**config.mk**
```make
export PLATFORM = sky130hd
export DESIGN_NAME = execute_stage
export DESIGN_NICKNAME = d
export VERILOG_FILES = /design/src/rtl/execute_pkg.sv /design/src/rtl/execute_alu.sv /design/src/rtl/execute_stage.sv
export SDC_FILE = /design/constraint.sdc
export NUM_CORES = 1
export LEC_CHECK = 0
export BUFFER_PORTS_ARGS = -buffer_cell sky130_fd_sc_hd__buf_2
export CORE_ASPECT_RATIO = 0.6
export CORE_MARGIN = 10
export CORE_UTILIZATION = 60
export CTS_CLUSTER_DIAMETER = 40
export DETAILED_ROUTE_END_ITERATION = 10
export PLACE_DENSITY = 0.86
export SYNTH_ARGS = -nofsm -noshare
export SYNTH_HDL_FRONTEND = slang
export SYNTH_SLANG_ARGS = --single-unit
```
**constraint.sdc**
```tcl
create_clock -name clk -period 1.4 [get_ports clk]
set_clock_uncertainty 0.1 [all_clocks]
set_input_delay 0.21 -clock clk [delete_from_list [all_inputs] [get_ports clk]]
set_output_delay 0.21 -clock clk [all_outputs]
set_load 0.02 [all_outputs]
```
**src/rtl/execute_pkg.sv**
```systemverilog
// Shared constants and types for the execute stage: opcodes, group ext codes,
// RFLAGS bit positions and reset value, and the internal ALU operation enum.
package execute_pkg;

  localparam int unsigned XLEN  = 64;
  localparam int unsigned RIP_W = 32;
  localparam int unsigned REG_W = 4;
  localparam int unsigned EXT_W = 3;
  localparam int unsigned OPC_W = 8;

  localparam logic [OPC_W-1:0] OP_ADD       = 8'h01;
  localparam logic [OPC_W-1:0] OP_OR        = 8'h09;
  localparam logic [OPC_W-1:0] OP_AND       = 8'h21;
  localparam logic [OPC_W-1:0] OP_SUB       = 8'h29;
  localparam logic [OPC_W-1:0] OP_XOR       = 8'h31;
  localparam logic [OPC_W-1:0] OP_CMP       = 8'h39;
  localparam logic [OPC_W-1:0] OP_MOV       = 8'h89;
  localparam logic [OPC_W-1:0] OP_MOVI_BASE = 8'hB8;
  localparam logic [OPC_W-1:0] OP_GRP81     = 8'h81;
  localparam logic [OPC_W-1:0] OP_GRP83     = 8'h83;
  localparam logic [OPC_W-1:0] OP_GRPFF     = 8'hFF;
  localparam logic [OPC_W-1:0] OP_GRPF7     = 8'hF7;

  // ModRM.reg selector for the 0x81/0x83 immediate groups
  typedef enum logic [EXT_W-1:0] {
    EXT_ADD = 3'd0,
    EXT_OR  = 3'd1,
    EXT_AND = 3'd4,
    EXT_SUB = 3'd5,
    EXT_XOR = 3'd6,
    EXT_CMP = 3'd7
  } grpExt_e;

  localparam logic [EXT_W-1:0] EXT_INC = 3'd0;
  localparam logic [EXT_W-1:0] EXT_DEC = 3'd1;
  localparam logic [EXT_W-1:0] EXT_MUL = 3'd4;

  localparam int unsigned CF_BIT = 0;
  localparam int unsigned ZF_BIT = 6;
  localparam int unsigned SF_BIT = 7;
  localparam int unsigned OF_BIT = 11;

  localparam logic [XLEN-1:0] RFLAGS_RESET = 64'h0000_0000_0020_0200;

  typedef enum logic [3:0] {
    ALU_NONE,
    ALU_ADD,
    ALU_OR,
    ALU_AND,
    ALU_SUB,
    ALU_XOR,
    ALU_CMP,
    ALU_MOV,
    ALU_MOVI,
    ALU_INC,
    ALU_DEC,
    ALU_MUL
  } aluOp_e;

  // Map an immediate-group ext code to its ALU operation (ALU_NONE if unsupported)
  function automatic aluOp_e groupOp(input logic [EXT_W-1:0] ext);
    aluOp_e op;
    op = ALU_NONE;
    case (ext)
      EXT_ADD: op = ALU_ADD;
      EXT_OR:  op = ALU_OR;
      EXT_AND: op = ALU_AND;
      EXT_SUB: op = ALU_SUB;
      EXT_XOR: op = ALU_XOR;
      EXT_CMP: op = ALU_CMP;
      default: op = ALU_NONE;
    endcase
    return op;
  endfunction

endpackage

```
**src/rtl/execute_alu.sv**
```systemverilog
// Combinational decode, result and RFLAGS computation for the execute stage.
// Optional feature macro: EXECUTE_STAGE_MUL_EN enables 0xF7 /4 unsigned MUL.
module execute_alu
  import execute_pkg::*;
(
  input  logic [OPC_W-1:0] opcode,
  input  logic [EXT_W-1:0] extOpcode,
  input  logic [XLEN-1:0]  val1,
  input  logic [XLEN-1:0]  val2,
  input  logic [XLEN-1:0]  imm64,
  input  logic [XLEN-1:0]  flagsIn,
  output logic             supported_c,
  output logic             writesReg_c,
  output logic             writesSpecial_c,
  output logic [XLEN-1:0]  result_c,
  output logic [XLEN-1:0]  resultHi_c,
  output logic [XLEN-1:0]  flags_c
);

  aluOp_e          op;
  logic [XLEN-1:0] opB;
  logic [XLEN:0]   sum;
  logic [XLEN:0]   diff;
  logic            addOf;
  logic            subOf;
  logic            cf;
  logic            of;
  logic            writesFlags;
  logic            keepCf;
`ifdef EXECUTE_STAGE_MUL_EN
  logic [2*XLEN-1:0] prod;
`endif

  // Decode opcode/ext into an operation and select the second operand
  always_comb begin
    op  = ALU_NONE;
    opB = val2;
    case (opcode)
      OP_ADD: op = ALU_ADD;
      OP_OR:  op = ALU_OR;
      OP_AND: op = ALU_AND;
      OP_SUB: op = ALU_SUB;
      OP_XOR: op = ALU_XOR;
      OP_CMP: op = ALU_CMP;
      OP_MOV: op = ALU_MOV;
      OP_GRP81: begin
        op  = groupOp(extOpcode);
        opB = {{32{imm64[31]}}, imm64[31:0]};
      end
      OP_GRP83: begin
        op  = groupOp(extOpcode);
        opB = {{56{imm64[7]}}, imm64[7:0]};
      end
      OP_GRPFF: begin
        opB = XLEN'(1);
        if (extOpcode == EXT_INC)      op = ALU_INC;
        else if (extOpcode == EXT_DEC) op = ALU_DEC;
      end
`ifdef EXECUTE_STAGE_MUL_EN
      OP_GRPF7: begin
        if (extOpcode == EXT_MUL) op = ALU_MUL;
      end
`endif
      default: begin
        if (opcode[7:3] == OP_MOVI_BASE[7:3]) begin
          op  = ALU_MOVI;
          opB = imm64;
        end
      end
    endcase
  end

  assign sum   = {1'b0, val1} + {1'b0, opB};
  assign diff  = {1'b0, val1} - {1'b0, opB};
  assign addOf = (val1[XLEN-1] == opB[XLEN-1]) && (sum[XLEN-1] != val1[XLEN-1]);
  assign subOf = (val1[XLEN-1] != opB[XLEN-1]) && (diff[XLEN-1] != val1[XLEN-1]);
`ifdef EXECUTE_STAGE_MUL_EN
  assign prod  = (2*XLEN)'(val1) * (2*XLEN)'(val2);
`endif

  // Compute result, write enables and the updated RFLAGS
  always_comb begin
    supported_c     = 1'b1;
    writesReg_c     = 1'b1;
    writesSpecial_c = 1'b0;
    writesFlags     = 1'b1;
    keepCf          = 1'b0;
    result_c        = val1;
    resultHi_c      = '0;
    cf              = 1'b0;
    of              = 1'b0;
    case (op)
      ALU_ADD, ALU_INC: begin
        result_c = sum[XLEN-1:0];
        cf       = sum[XLEN];
        of       = addOf;
        keepCf   = (op == ALU_INC);
      end
      ALU_SUB, ALU_DEC, ALU_CMP: begin
        result_c    = diff[XLEN-1:0];
        cf          = diff[XLEN];
        of          = subOf;
        keepCf      = (op == ALU_DEC);
        writesReg_c = (op != ALU_CMP);
      end
      ALU_OR:  result_c = val1 | opB;
      ALU_AND: result_c = val1 & opB;
      ALU_XOR: result_c = val1 ^ opB;
      ALU_MOV, ALU_MOVI: begin
        result_c    = opB;
        writesFlags = 1'b0;
      end
`ifdef EXECUTE_STAGE_MUL_EN
      ALU_MUL: begin
        result_c        = prod[XLEN-1:0];
        resultHi_c      = prod[2*XLEN-1:XLEN];
        cf              = |prod[2*XLEN-1:XLEN];
        of              = |prod[2*XLEN-1:XLEN];
        writesSpecial_c = 1'b1;
      end
`endif
      default: begin
        supported_c = 1'b0;
        writesReg_c = 1'b0;
        writesFlags = 1'b0;
      end
    endcase

    flags_c = flagsIn;
    if (writesFlags) begin
      if (!keepCf) flags_c[CF_BIT] = cf;
      flags_c[ZF_BIT] = (result_c == '0);
      flags_c[SF_BIT] = result_c[XLEN-1];
      flags_c[OF_BIT] = of;
    end
  end

endmodule

```
**src/rtl/execute_stage.sv**
```systemverilog
// Single-cycle integer execute stage: accept logic and output registers
// around execute_alu. Optional feature macro: EXECUTE_STAGE_MUL_EN (0xF7 /4 MUL).
module execute_stage
  import execute_pkg::*;
(
  input  logic              clk,
  input  logic              reset,
  input  logic              can_execute,
  input  logic [RIP_W-1:0]  current_rip,
  input  logic [OPC_W-1:0]  opcode,
  input  logic              opcode_valid,
  input  logic              has_ext_opcode,
  input  logic [EXT_W-1:0]  ext_opcode,
  input  logic [XLEN-1:0]   operand_val1,
  input  logic [XLEN-1:0]   operand_val2,
  input  logic              operand_val1_valid,
  input  logic              operand_val2_valid,
  input  logic [3:0]        imm_len,
  input  logic [XLEN-1:0]   imm64,
  input  logic [REG_W-1:0]  dest_reg,
  input  logic [REG_W-1:0]  dest_reg_special,
  input  logic              dest_reg_special_valid,
  output logic [XLEN-1:0]   alu_result,
  output logic [XLEN-1:0]   alu_result_special,
  output logic [REG_W-1:0]  dest_reg_out,
  output logic [REG_W-1:0]  dest_reg_special_out,
  output logic              write_en_out,
  output logic              write_special_en_out,
  output logic              valid_out,
  output logic [RIP_W-1:0]  rip_out,
  output logic [XLEN-1:0]   rflags_out
);

  logic            supported_c;
  logic            writesReg_c;
  logic            writesSpecial_c;
  logic [XLEN-1:0] result_c;
  logic [XLEN-1:0] resultHi_c;
  logic [XLEN-1:0] flags_c;
  logic            accept;

  // Immediate width is implied by the opcode and operands are assumed ready
  logic unusedInputs;
  assign unusedInputs = ^{has_ext_opcode, imm_len, operand_val1_valid, operand_val2_valid};

  execute_alu u_alu (
    .opcode          (opcode),
    .extOpcode       (ext_opcode),
    .val1            (operand_val1),
    .val2            (operand_val2),
    .imm64           (imm64),
    .flagsIn         (rflags_out),
    .supported_c     (supported_c),
    .writesReg_c     (writesReg_c),
    .writesSpecial_c (writesSpecial_c),
    .result_c        (result_c),
    .resultHi_c      (resultHi_c),
    .flags_c         (flags_c)
  );

  assign accept = can_execute && opcode_valid && supported_c;

  // Output registers: strobes follow every cycle, data and flags load only on accept
  always_ff @(posedge clk or negedge reset) begin
    if (!reset) begin
      alu_result           <= '0;
      alu_result_special   <= '0;
      dest_reg_out         <= '0;
      dest_reg_special_out <= '0;
      write_en_out         <= 1'b0;
      write_special_en_out <= 1'b0;
      valid_out            <= 1'b0;
      rip_out              <= '0;
      rflags_out           <= RFLAGS_RESET;
    end else begin
      valid_out            <= accept;
      write_en_out         <= accept && writesReg_c;
      write_special_en_out <= accept && writesSpecial_c && dest_reg_special_valid;
      if (accept) begin
        alu_result           <= result_c;
        alu_result_special   <= resultHi_c;
        dest_reg_out         <= dest_reg;
        dest_reg_special_out <= dest_reg_special;
        rip_out              <= current_rip;
        rflags_out           <= flags_c;
      end
    end
  end

endmodule

```
==> impl_metrics.env, run 1 <==
export IMPL_ioPinCount=490
export IMPL_synth_distinct_cells=100
export IMPL_syn_area_um2=19300
export IMPL_postCtsHoldBufs=31
export IMPL_clock_sinks=110
export IMPL_yosys_area_share_simple_pct=22.4
export IMPL_synth_top_family_by_area="compound AO/OA/AOI/OAI gates"
export IMPL_tool_error="[ERROR DPL-0038] Utilization greater than 100%, impossible to legalize"
export IMPL_yosysSeqAreaShare_pct=14.2
export IMPL_cts_resized=623
export IMPL_synth_edf_count=0
export IMPL_synth_area_per_cell_um2=6.94
export IMPL_synth_compound_area_share_pct=33.9
export IMPL_synthAdderAreaFrac_pct=13.7
export IMPL_synthCells=2787
export IMPL_place_congestion=1.46
export IMPL_dp_hpwl_mm=106
export IMPL_synth_xor_area_share_pct=2.17
export IMPL_async_reset_ff_share_pct=100
export IMPL_synthMuxAreaShare_pct=1.14
export IMPL_ys_warn_count=0
export IMPL_post_cts_setup_buffers=136
export IMPL_ys_flop_type="dfrtp_1"
export IMPL_die_x_um=252
export IMPL_floorplan_initialDensity_pct=61.5
export IMPL_cts_made_buffers=9
export IMPL_root_buffer="clkbuf_16"
export IMPL_cts_max_path_buffers=2
export IMPL_ys_seq_elements=110
export IMPL_htree_num_levels=3
export IMPL_lastStage="4_1_cts"
export IMPL_die_y_um=159
export IMPL_rows=50
export IMPL_numPortBuffers=356
export IMPL_status="stopped before the end"
## cells by family after synthesis
| group | Yosys count |
|---|---|
| DFF | 110 |
| xor gates and xnor gates | 48 |
| adders and majority gates | 211 |
| and+or+nand+nor | 936 |
| AOI/OAI and AO/OA | 964 |
| muxes | 21 |
| other | 2 |
| buffers and inverters | 495 |
## cell usage after synthesis (11+ instances only)
cell	count	area, um2
a31oi_1	29	181
a22oi_1	41	308
buf_4	128	961
and2_1	18	113
o31ai_1	32	240
o21ai_1	12	60.1
o21a_1	15	113
xnor2_1	45	394
a221oi_1	35	307
nand2b_1	16	100
a211oi_1	47	353
and3_1	12	75.1
o31a_1	14	123
nand4_1	43	269
nand2_1	390	1460
buf_1	26	97.6
o21ai_0	162	811
nor2_1	229	860
clkbuf_1	123	462
buf_2	17	85.1
ha_1	209	2620
dfrtp_1	110	2750
a21oi_1	255	1280
nand3_1	41	205
or2_2	11	68.8
o211ai_1	30	225
o22ai_1	18	113
o2111ai_1	18	158
o21bai_1	27	203
a21o_1	40	300
a21boi_0	12	90.1
or3_1	15	93.8
nor3_1	53	265
a32oi_1	11	96.3
nor2b_1	25	156
a221o_1	14	140
mux2i_1	13	130
o221ai_1	20	175
inv_1	194	728
nor4_1	37	231
## per-stage QoR
step	TNS, ns	cells	setup slack [ns]	instance area [um2]
global placement	-325.53	4404	-4.98	29000
detailed placement	-353.52	4404	-5.63	29000
floorplan	-262.67	2910	-4.18	20600
==> inputs of run 2 (changes only) <==
CORE_ASPECT_RATIO = default   (was 0.6)
CORE_UTILIZATION = 40   (was 60)
CTS_CLUSTER_DIAMETER = default   (was 40)
PLACE_DENSITY = default   (was 0.86)
PLACE_DENSITY_LB_ADDON = 0.15   (was default)
==> impl_metrics.env, run 2 <==
export IMPL_mostFrequentLayoutCell="buf_4"
export IMPL_yosys_area_share_simple_pct=22.4
export IMPL_maxSlewViolCount=0
export IMPL_grt_max_degree=36
export IMPL_hp_class="in -> reg"
export IMPL_wl_mm=128
export IMPL_slew_headroom_pct=43.1
export IMPL_violations="setup timing"
export IMPL_synthToLayoutAreaGrowth_pct=85.9
export IMPL_drtPass1Iterations=6
export IMPL_status="complete, but fails checks"
export IMPL_tightest_slew_ns=0.853
export IMPL_drtAntennaViolNets=0
export IMPL_dp_hpwl_mm=98.9
export IMPL_required_ns=1.58
export IMPL_setup_tns_ns=-261.82
export IMPL_synth_area_top_cells="dfrtp_1 14%, ha_1 14%, nand2_1 7.6%"
export IMPL_synth_top_family_by_area="compound AO/OA/AOI/OAI gates"
export IMPL_clock_sinks=110
export IMPL_finalCriticalPeriod_ns=5.66
export IMPL_die_y_um=240
export IMPL_nets=4762
export IMPL_die_area_um2=57600
export IMPL_synth_area_per_cell_um2=6.94
export IMPL_root_buffer="clkbuf_16"
export IMPL_synth_xor_area_share_pct=2.17
export IMPL_dp_cells=4697
export IMPL_drive_gt1_share_pct=53.1
export IMPL_track_usage_pct=41.1
export IMPL_final_hold_viol_count=0
export IMPL_wire_per_inst_um=26.0
export IMPL_cts_tree="yes"
export IMPL_post_synth_top_count_cell="nand2_1"
export IMPL_place_congestion=1.10
export IMPL_worst_slack_ns=-4.26
export IMPL_async_reset_ff_share_pct=100
export IMPL_post_route_period_util_pct=404
export IMPL_ys_flop_type="dfrtp_1"
export IMPL_yosysTopAreaCell="dfrtp_1"
export IMPL_top_register="alu_result"
export IMPL_leakagePower_nw=17.5
export IMPL_synth_top_area_share_pct=14.2
export IMPL_grt_pass1_wl_mm=181
export IMPL_fmax_mhz=177
export IMPL_setup_worst_path_class="in -> reg"
export IMPL_synth_distinct_cells=100
export IMPL_setup_viol=110
export IMPL_synthAdderAreaFrac_pct=13.7
export IMPL_final_cells=4919
export IMPL_layout_common_cells="1,093 x buf_4, 363 x nand2_1, 351 x buf_2"
export IMPL_synthCells=2787
export IMPL_synth_compound_area_share_pct=33.9
export IMPL_htree_num_levels=3
export IMPL_ys_warn_count=0
export IMPL_coreArea_um2=47700
export IMPL_largest_reg_flops=64
export IMPL_clk_pin_slew_worst_paths_ns=0.08
export IMPL_ir_worst_vdd_mv=0.623
export IMPL_antenna_found_initial=3
export IMPL_cts_made_buffers=9
export IMPL_grt_pass1_vias=29400
export IMPL_start_kind="input pin"
export IMPL_cts_max_path_buffers=2
export IMPL_synthMuxAreaShare_pct=1.14
export IMPL_ioPinCount=490
export IMPL_rsz0062_at_grt="true"
export IMPL_die_x_um=240
export IMPL_rows=80
export IMPL_clk_latency_ns=0.35
export IMPL_floorplan_initialDensity_pct=40.5
export IMPL_synth_top_cells_by_count="390 x nand2_1, 255 x a21oi_1, 229 x nor2_1"
export IMPL_arrival_ns=5.84
export IMPL_fill_cells=3426
export IMPL_syn_area_um2=19300
export IMPL_power_mw=26.0
export IMPL_power_density_nw_per_um2=724
export IMPL_numPortBuffers=356
export IMPL_yosysSeqAreaShare_pct=14.2
export IMPL_drc=0
export IMPL_top_regs="alu_result: 64 flops, rip_out: 32 flops"
export IMPL_grt_remaining_overflow=0
export IMPL_drt_iter0_drc=3453
export IMPL_ys_seq_elements=110
export IMPL_critPathMaxFanout=7
export IMPL_viasPerCell=6.08
export IMPL_synth_edf_count=0
export IMPL_max_cap_violations=0
export IMPL_vias=29900
export IMPL_cp_end_kind="flop"
## run 2: cell counts after synthesis
Identical to the previous run, type by type.
## run 2: final timing paths
check,from,to,slack (ns),depth (start not counted)
max,opcode[1],rflags_out[6],-4.26,27
min reg2reg,alu_result[51],alu_result[51],0.38,2
max reg2reg,alu_result[37],alu_result[37],0.49,1
min,current_rip[28],rip_out[28],0.008,3
max in group asynchronous,reset,alu_result[53],0.53,3
min in group asynchronous,reset,rip_out[6],0.18,2
## run 2: kinds of logic after synthesis
family | after synthesis
AOI/OAI and AO/OA | 964
xor gates and xnor gates | 48
adders and majority gates | 211
buffers and inverters | 495
DFF | 110
muxes | 21
other | 2
and+or+nand+nor | 936
## run 2: final cells by class
type                            count  area, um2  area share [%]
Multi-Input combinational cell   2306      18700            51.9
Timing Repair Buffer             1672      12700            35.4
Sequential cell                   110       2750            7.65
Tap cell                          615        769            2.14
Inverter                          197        756            2.10
Clock buffer                        9        225           0.626
Clock inverter                      6       53.8           0.150
Antenna cell                        4       10.0          0.0278
## run 2: per-stage QoR
stage	utilization, %	cell area [um2]	hold slack, ns	setup slack [ns]
final	75.3	36000	0.00795	-4.26
after global routing	75.3	36000	0.00521	-4.33
after CTS	69.9	33400	0.00122	-4.07
after detailed placement	62.7	29900	0.00903	-5.24
after global placement	62.7	29900	0.00591	-5.20
after floorplan	-	20600	-0.186	-4.18
## run 2: repair_timing
item,CTS,global route
endpoints found under the setup margin,110,110
hold endpoints to repair,144,0
gates resized for setup,466,429
hold buffers,35,0
buffers inserted,101,102
pin swaps,156,196
gates cloned,2,0
## run 2: routing by layer
| layer | track usage [%] | vias to the layer above | routed length [um] |
|---|---|---|---|
| met5 | 0 | - | 17 |
| met4 | 23.9 | 2 | 8710 |
| met3 | 9.14 | 534 | 15400 |
| met2 | 64.1 | 2247 | 55300 |
| met1 | 51.3 | 14200 | 48600 |
| li1 | - | 12900 | - |
## run 2: critical path, stage by stage
cell       delay (ns)
buf_6            0.10
or4b_4           0.55
a211oi_4         0.17
buf_6            0.17
buf_6            0.11
buf_8            0.13
buf_4            0.12
a22oi_1          0.10
a211oi_4         0.35
inv_2            0.10
ha_1             0.20
nor2b_1          0.14
o21ai_0          0.42
nand2_1          0.25
nor4_4           0.40
a21oi_4          0.14
buf_6            0.15
o31ai_4          0.17
buf_6            0.14
o211ai_1         0.10
and3_1           0.17
a21oi_2          0.19
o2111ai_1        0.14
or4_1            0.56
nor3_2           0.13
nand4b_1         0.19
o31ai_2          0.21
## run 2: where the power goes
part / switching, mW / total [mW] / internal (mW) / leakage (nW)
clock: 1.29 / 2.53 / 1.24 / 0.140
combinational: 10.5 / 18.6 / 8.19 / 16.0
sequential: 0.714 / 4.86 / 4.14 / 1.40
Note: power is estimated with default switching activity, not from simulation.
